[config.mk]
export PLATFORM = sky130hd
export DESIGN_NAME = fetch_stage
export DESIGN_NICKNAME = d
export VERILOG_FILES = /design/src/rtl/fetch_stage.sv
export SDC_FILE = /design/constraint.sdc
export NUM_CORES = 1
export LEC_CHECK = 0
export ABC_AREA = 0
export BUFFER_PORTS_ARGS = -buffer_cell sky130_fd_sc_hd__buf_2
export CAP_MARGIN = 5
export CORE_UTILIZATION = 50
export DETAILED_ROUTE_END_ITERATION = 6
export PLACE_DENSITY_LB_ADDON = 0.12
export SLEW_MARGIN = 15
export SYNTH_ARGS = -nofsm -noshare
export SYNTH_HDL_FRONTEND = slang
export SYNTH_SLANG_ARGS = --single-unit
export TNS_END_PERCENT = 10
[constraint.sdc]
create_clock -name clk -period 6.1 [get_ports clk]
set_clock_uncertainty 0.1 [all_clocks]
set_input_delay 1.83 -clock clk [delete_from_list [all_inputs] [get_ports clk]]
set_output_delay 1.83 -clock clk [all_outputs]
set_load 0.01 [all_outputs]
[src/rtl/fetch_stage.sv]
// fetch_stage: program counter, combinational instruction-memory addressing and
// the IF/ID pipeline register. Handles stall, branch/jump redirect and a halt word.
module fetch_stage #(
    parameter int          ADDR_BITS = 11,
    parameter logic [31:0] RESET_PC  = 32'h0000_0000,
    parameter logic [31:0] HALT_WORD = 32'hFFFF_FFFF
) (
    input  logic                 clk,
    input  logic                 rst,
    input  logic                 stall,
    input  logic                 branch_taken,
    input  logic [31:0]          branch_target,
    input  logic                 jump,
    input  logic [31:0]          jump_target,
    input  logic [31:0]          mem_instr,
    output logic [ADDR_BITS-1:0] mem_addr,
    output logic [31:0]          pc,
    output logic [31:0]          if_id_instr,
    output logic [31:0]          if_id_pc4,
    output logic                 if_id_valid,
    output logic                 halted,
    output logic [31:0]          fetch_count
);

    typedef enum logic {
        RUN  = 1'b0,
        HALT = 1'b1
    } state_t;

    state_t      state_q, state_d;
    logic [31:0] pc_q, pc_d;
    logic [31:0] instr_q, instr_d;
    logic [31:0] pc4_q, pc4_d;
    logic        valid_q, valid_d;
    logic [31:0] count_q, count_d;
    logic [31:0] pc_plus4;

    // PC+4 wraps naturally in 32 bits.
    assign pc_plus4 = pc_q + 32'd4;

    // Next-state and next-register values, in redirect > stall > halt > normal order.
    always_comb begin
        // NOTE: every target gets a hold value first, so no path can infer a latch.
        state_d = state_q;
        pc_d    = pc_q;
        instr_d = instr_q;
        pc4_d   = pc4_q;
        valid_d = valid_q;
        count_d = count_q;

        if (branch_taken) begin
            // The branch is older than a jump in ID, so it wins.
            pc_d    = {branch_target[31:2], 2'b00};
            instr_d = 32'h0;
            pc4_d   = 32'h0;
            valid_d = 1'b0;
            state_d = RUN;
        end else if (jump) begin
            pc_d    = {jump_target[31:2], 2'b00};
            instr_d = 32'h0;
            pc4_d   = 32'h0;
            valid_d = 1'b0;
            state_d = RUN;
        end else if (stall) begin
            // Everything holds on the defaults.
        end else if (state_q == HALT) begin
            // PC frozen; keep inserting bubbles until a redirect or reset.
            instr_d = 32'h0;
            pc4_d   = 32'h0;
            valid_d = 1'b0;
        end else if (mem_instr == HALT_WORD) begin
            // The halt word is neither forwarded nor counted; PC stays on it.
            state_d = HALT;
            instr_d = 32'h0;
            pc4_d   = 32'h0;
            valid_d = 1'b0;
        end else begin
            pc_d    = pc_plus4;
            instr_d = mem_instr;
            pc4_d   = pc_plus4;
            valid_d = 1'b1;
            count_d = count_q + 32'd1;
        end
    end

    // State and pipeline registers with synchronous active-high reset.
    always_ff @(posedge clk) begin
        // NOTE: non-blocking assignments so all registers update from pre-edge values.
        if (rst) begin
            state_q <= RUN;
            pc_q    <= RESET_PC;
            instr_q <= 32'h0;
            pc4_q   <= 32'h0;
            valid_q <= 1'b0;
            count_q <= 32'h0;
        end else begin
            state_q <= state_d;
            pc_q    <= pc_d;
            instr_q <= instr_d;
            pc4_q   <= pc4_d;
            valid_q <= valid_d;
            count_q <= count_d;
        end
    end

    // Word address into instr_mem; upper PC bits alias by design.
    assign mem_addr    = pc_q[ADDR_BITS+1:2];
    assign pc          = pc_q;
    assign if_id_instr = instr_q;
    assign if_id_pc4   = pc4_q;
    assign if_id_valid = valid_q;
    assign halted      = (state_q == HALT);
    assign fetch_count = count_q;

endmodule

# After elaboration in Yosys (flattened, before gate mapping)
# Cells that the tools add are included.
totals:
  output_inout_bits: 141
  ram_bits: 0
  mem_count: 0
  rom_bits: 0
  word_cells: 35
  register_bits: 130
  latch_bits: 0
classes:
  add_sub_neg: 2
  n_bitwise: 5
  order_cmp: 0
  n_reduce_logical: 4
  n_mul: 0
  n_eq_ne: 4
  n_div: 0
  muxes: 13
  n_shift: 0
ops:
  columns: ["op", "count"]
  rows:
  - ["$mux W32", 9]
  - ["$add A32 B1 Y32 const B", 1]
  - ["$add A32 B3 Y32 const B", 1]
  - ["$eq A32 B32 Y1 const B", 1]
  - ["$ne A3 B3 Y1 const B", 2]
  - ["$reduce_and A3 Y1", 2]
  - ["$not A1 Y1", 5]
  - ["$reduce_and A5 Y1", 1]
  - ["$mux W1", 4]
  - ["$ne A3 B1 Y1 const B", 1]
  - ["$reduce_or A3 Y1", 1]

# Depth between registers and ports, before layout
logic_depth:
  depth_word: 6
  ltp_mapped: 8
  ltp_nobuf: 6

# Worst setup path before layout
# Ideal clock, no wire load.
synth_timing:
  kind: "input to register"
  startpoint: "input port mem_instr[15]"
  endpoint: "register pc_q[23], in the netlist pc[23]"
  arrival_ns: 3.317
  n_path_buf: 1
  t_required_ns: 5.881
  setup_ns: 0.119
  stages: 6
  setup_slack_ns: 2.564
  cell_sequence: "nand4_1 or4_4 o21ai_4 buf_6 nand2_1 o221a_2"
synth_between:
  elab_chain_len: 3
synth_lines:
  columns: ["item", "line_no", "source"]
  rows:
  - ["from (decl)", "15", "input logic [31:0] mem_instr,"]
  - ["$eq A32 B32 Y1", "71", "end else if (mem_instr == HALT_WORD) begin"]
  - ["$ne A3 B3 Y1 (no source line)", null, null]
  - ["$reduce_and A3 Y1 (no source line)", null, null]
  - ["to (signal assigned)", "98", "pc_q <= pc_d;"]
  - ["to (decl)", "31", "logic [31:0] pc_q, pc_d;"]
# No other way between the ends.
# A chain may end at the register's enable or synchronous reset.

# Final worst setup path
layout_timing:
  startpoint: "input port mem_instr[30]"
  endpoint: "register count_q[20], in the netlist fetch_count[20]"
layout_between:
  elab_chain_len: 3
layout_lines:
  columns: ["item", "line_no", "source"]
  rows:
  - ["$eq A32 B32 Y1", "71", null]
  - ["$not A1 Y1 (no source line)", null, null]
  - ["$reduce_and A5 Y1 (no source line)", null, null]
  - ["to (signal assigned)", "102", "count_q <= count_d;"]
  - ["to (decl)", "35", "logic [31:0] count_q, count_d;"]
# No other way between the ends.

==> results.sh <==
export IMPL_status="finished, final reports clean"
export IMPL_min_path_type="register to register"
export IMPL_yosys_top_cells_area="dfxtp_1, a22oi_1, nor2_1"
export IMPL_syn_instance_count=745
export IMPL_rows=41
export IMPL_cts_resized_gates=0
export IMPL_async_flop_share=0
export IMPL_ir_drop_mv=0.163
export IMPL_crit_path_cell_trace="buf_2, nand4_1, or4_4, o21ai_4, buf_4, or3_1, mux2_2"
export IMPL_setup_viol_count_final=0
export IMPL_final_hold_violation_count=0
export IMPL_powerDensity_nw_per_um2=258
export IMPL_avgSynthCellArea_sq_um=8.89
export IMPL_fill_cells=1069
export IMPL_synth_ff_type="dfxtp_1"
export IMPL_end_kind="register"
export IMPL_antenna_found_initial=1
export IMPL_vias=6828
export IMPL_num_io_pins=242
export IMPL_wl_per_cell_um=18.8
export IMPL_synth_yosys_seq_area_share=0.381
export IMPL_clk_latency_ps=420
export IMPL_coreArea_sq_um=12800
export IMPL_routed_top_layer="met4"
export IMPL_netlist_area_leader_share=0.381
export IMPL_drtPass1Iterations=7
export IMPL_die_w_um=117
export IMPL_yosys_cell_types_count=73
export IMPL_syn_area_sq_um=6630
export IMPL_cts_sinks=126
export IMPL_wirelength_um=21100
export IMPL_relSlewSlack=0.265
export IMPL_drt_iter0_markers=569
export IMPL_timing_fmax_mhz=248
export IMPL_routabilityCongestion=0.950
export IMPL_postCtsSetupRepairBufs=0
export IMPL_crit_type="input port to register"
export IMPL_finalCritPeriodShare=0.662
export IMPL_cts_root_buf="clkbuf_16"
export IMPL_grt_max_degree=56
export IMPL_routed_via_density=6.09
export IMPL_slowest_delay_ps=660
export IMPL_grt_pass1_vias=6235
export IMPL_htreeDepth=4
export IMPL_ys_seq_elements=126
export IMPL_power_leakage_uw=0.00355
export IMPL_final_nets=1039
export IMPL_report_final_slew_viol_count=0
export IMPL_path_max_fanout=26
export IMPL_dp_slack_ps=1640
export IMPL_worstMarginPinSlew_ps=1100
export IMPL_wl_met3_um=1880
export IMPL_cts_buffers=17
export IMPL_hold_buffers=0
export IMPL_drive_gt1_frac=0.340
export IMPL_crit_path_start_kind="input port"
export IMPL_crit_slowest_cell="o21ai_4"
export IMPL_die_area_sq_um=13700
export IMPL_grt_total_usage=0.308
export IMPL_m1WireLength_um=8430
export IMPL_post_route_min_period_ps=4040
export IMPL_route_detailed_drc=0
export IMPL_cp_arrival_ps=4250
export IMPL_rsz0062_at_grt="false"
export IMPL_overflow=0
export IMPL_wl_met2_um=10100
export IMPL_ctsLongestPathBuffers=2
export IMPL_die_h_um=117
export IMPL_grt_pass1_wl_um=32200
export IMPL_crit_buf_inv=2
export IMPL_clk_pin_slew_ps=50
export IMPL_worst_slack_ps=2060
export IMPL_hold_slack_ps=363
export IMPL_worstPathRequired_ps=6310
export IMPL_place_hpwl_um=14500
export IMPL_numPortBuffers=233
export IMPL_area_delta_synth_final_pct=26.2
export IMPL_maxCapViolations=0
export IMPL_tns_ps=0
export IMPL_yosys_area_top_type="dfxtp_1"
export IMPL_yosys_warnings=0
export IMPL_drtAntennaViolNets=0
export IMPL_cp_top_family="simple AND/OR/NAND/NOR gates"
export IMPL_cts_tree="done"
export IMPL_start_util=0.519
export IMPL_synth_edff_count=0
[power by group]
| part | total (uW) | internal [uW] | switching (uW) | leakage, uW |
|---|---|---|---|---|
| combinational | 224 | 91.7 | 132 | 0.00223 |
| clock | 1050 | 681 | 371 | 0.000301 |
| sequential | 881 | 844 | 36.2 | 0.00102 |
| total | 2160 | 1620 | 540 | 0.00355 |
[worst register-to-register path, delay by kind of cell (launching register included)]
kind                     cells  cell delay [ps]
adder cells (fa/ha/maj)      1              330
AO/OA/AOI/OAI                1              350
AND/OR/NAND/NOR              4             1180
flip-flops                   1              470
[stage by stage]
step                      power [uW]   util  cell area, sq um  std cells
after detailed placement        1120  0.606              7740       1089
final                           2160  0.654              8360       1122
after floorplan                 1030      -              6640        748
after global placement          1110  0.606              7740       1089
after CTS                       2170  0.654              8360       1121
after global routing            2230  0.654              8360       1122
[sequential cells by signal, summed over array words and instances (netlist names)]
| name | count |
|---|---|
| if_id_pc4 | 30 |
| if_id_valid | 1 |
| if_id_instr | 32 |
| pc | 30 |
| halted | 1 |
| fetch_count | 32 |
[layout by cell type, fill, tap and decap left out, types with 6 or more instances in the layout]
master	n
nor2_1	75
buf_2	233
o21ai_0	17
nand3_1	22
and3_1	6
a211oi_1	8
o22ai_1	9
xnor2_1	32
nand2_1	42
and4_1	13
nor2b_1	6
a22o_1	21
a221oi_1	6
nor3_1	14
o41ai_1	6
or3_1	7
a21oi_1	27
a22oi_1	56
o31ai_1	21
and2_1	9
nand4_1	19
dfxtp_1	126
xor2_1	6
inv_1	16
buf_4	10
clkbuf_16	17
or4_1	7
[synth_stat cells (all sizes together) (15+ instances only)]
cell,count
o31ai,21
clkbuf,38
dfxtp,126
xnor2,32
a21oi,28
inv,16
a22o,21
nand3,22
buf,37
and4,15
nor2,76
nand2,44
o21ai,20
nor3,15
a22oi,56
nand4,26
[worst paths after layout]
kind	from	end	slack, ps	cells after the start
max	mem_instr[30]	fetch_count[20]$_SDFFE_PP0P_	2060	7
min	if_id_valid$_SDFFE_PP0N_	if_id_valid$_SDFFE_PP0N_	360	2
max reg2reg	pc[2]$_SDFFE_PP0P_	pc[28]$_SDFFE_PP0P_	3600	6
min reg2reg	if_id_valid$_SDFFE_PP0N_	if_id_valid$_SDFFE_PP0N_	360	2
[metal layers]
layer  global-route usage  up-vias
li1                     -     3190
met1                0.379     3221
met2                0.505      365
met3               0.0772       52
met4                0.151        0
met5                    0        -
[cells by family after synthesis]
family | synth area share
DFF | 0.381
xor gates and xnor gates | 0.0502
AOI/OAI and AO/OA | 0.264
muxes | 0.0111
other | 0.000566
and+or+nand+nor | 0.221
buffers and inverters | 0.0686
adders and majority gates | 0.00378
[cell type report]
cell class | count | area [sq um] | share of cell area
Multi-Input combinational cell | 531 | 3680 | 0.440
Sequential cell | 126 | 2520 | 0.302
Timing Repair Buffer | 244 | 1260 | 0.151
Clock buffer | 21 | 480 | 0.0575
Tap cell | 172 | 215 | 0.0257
Clock inverter | 11 | 138 | 0.0165
Inverter | 16 | 60.1 | 0.00719
Antenna cell | 1 | 2.50 | 0.000299
No activity file was read; power rests on OpenSTA's default activity.
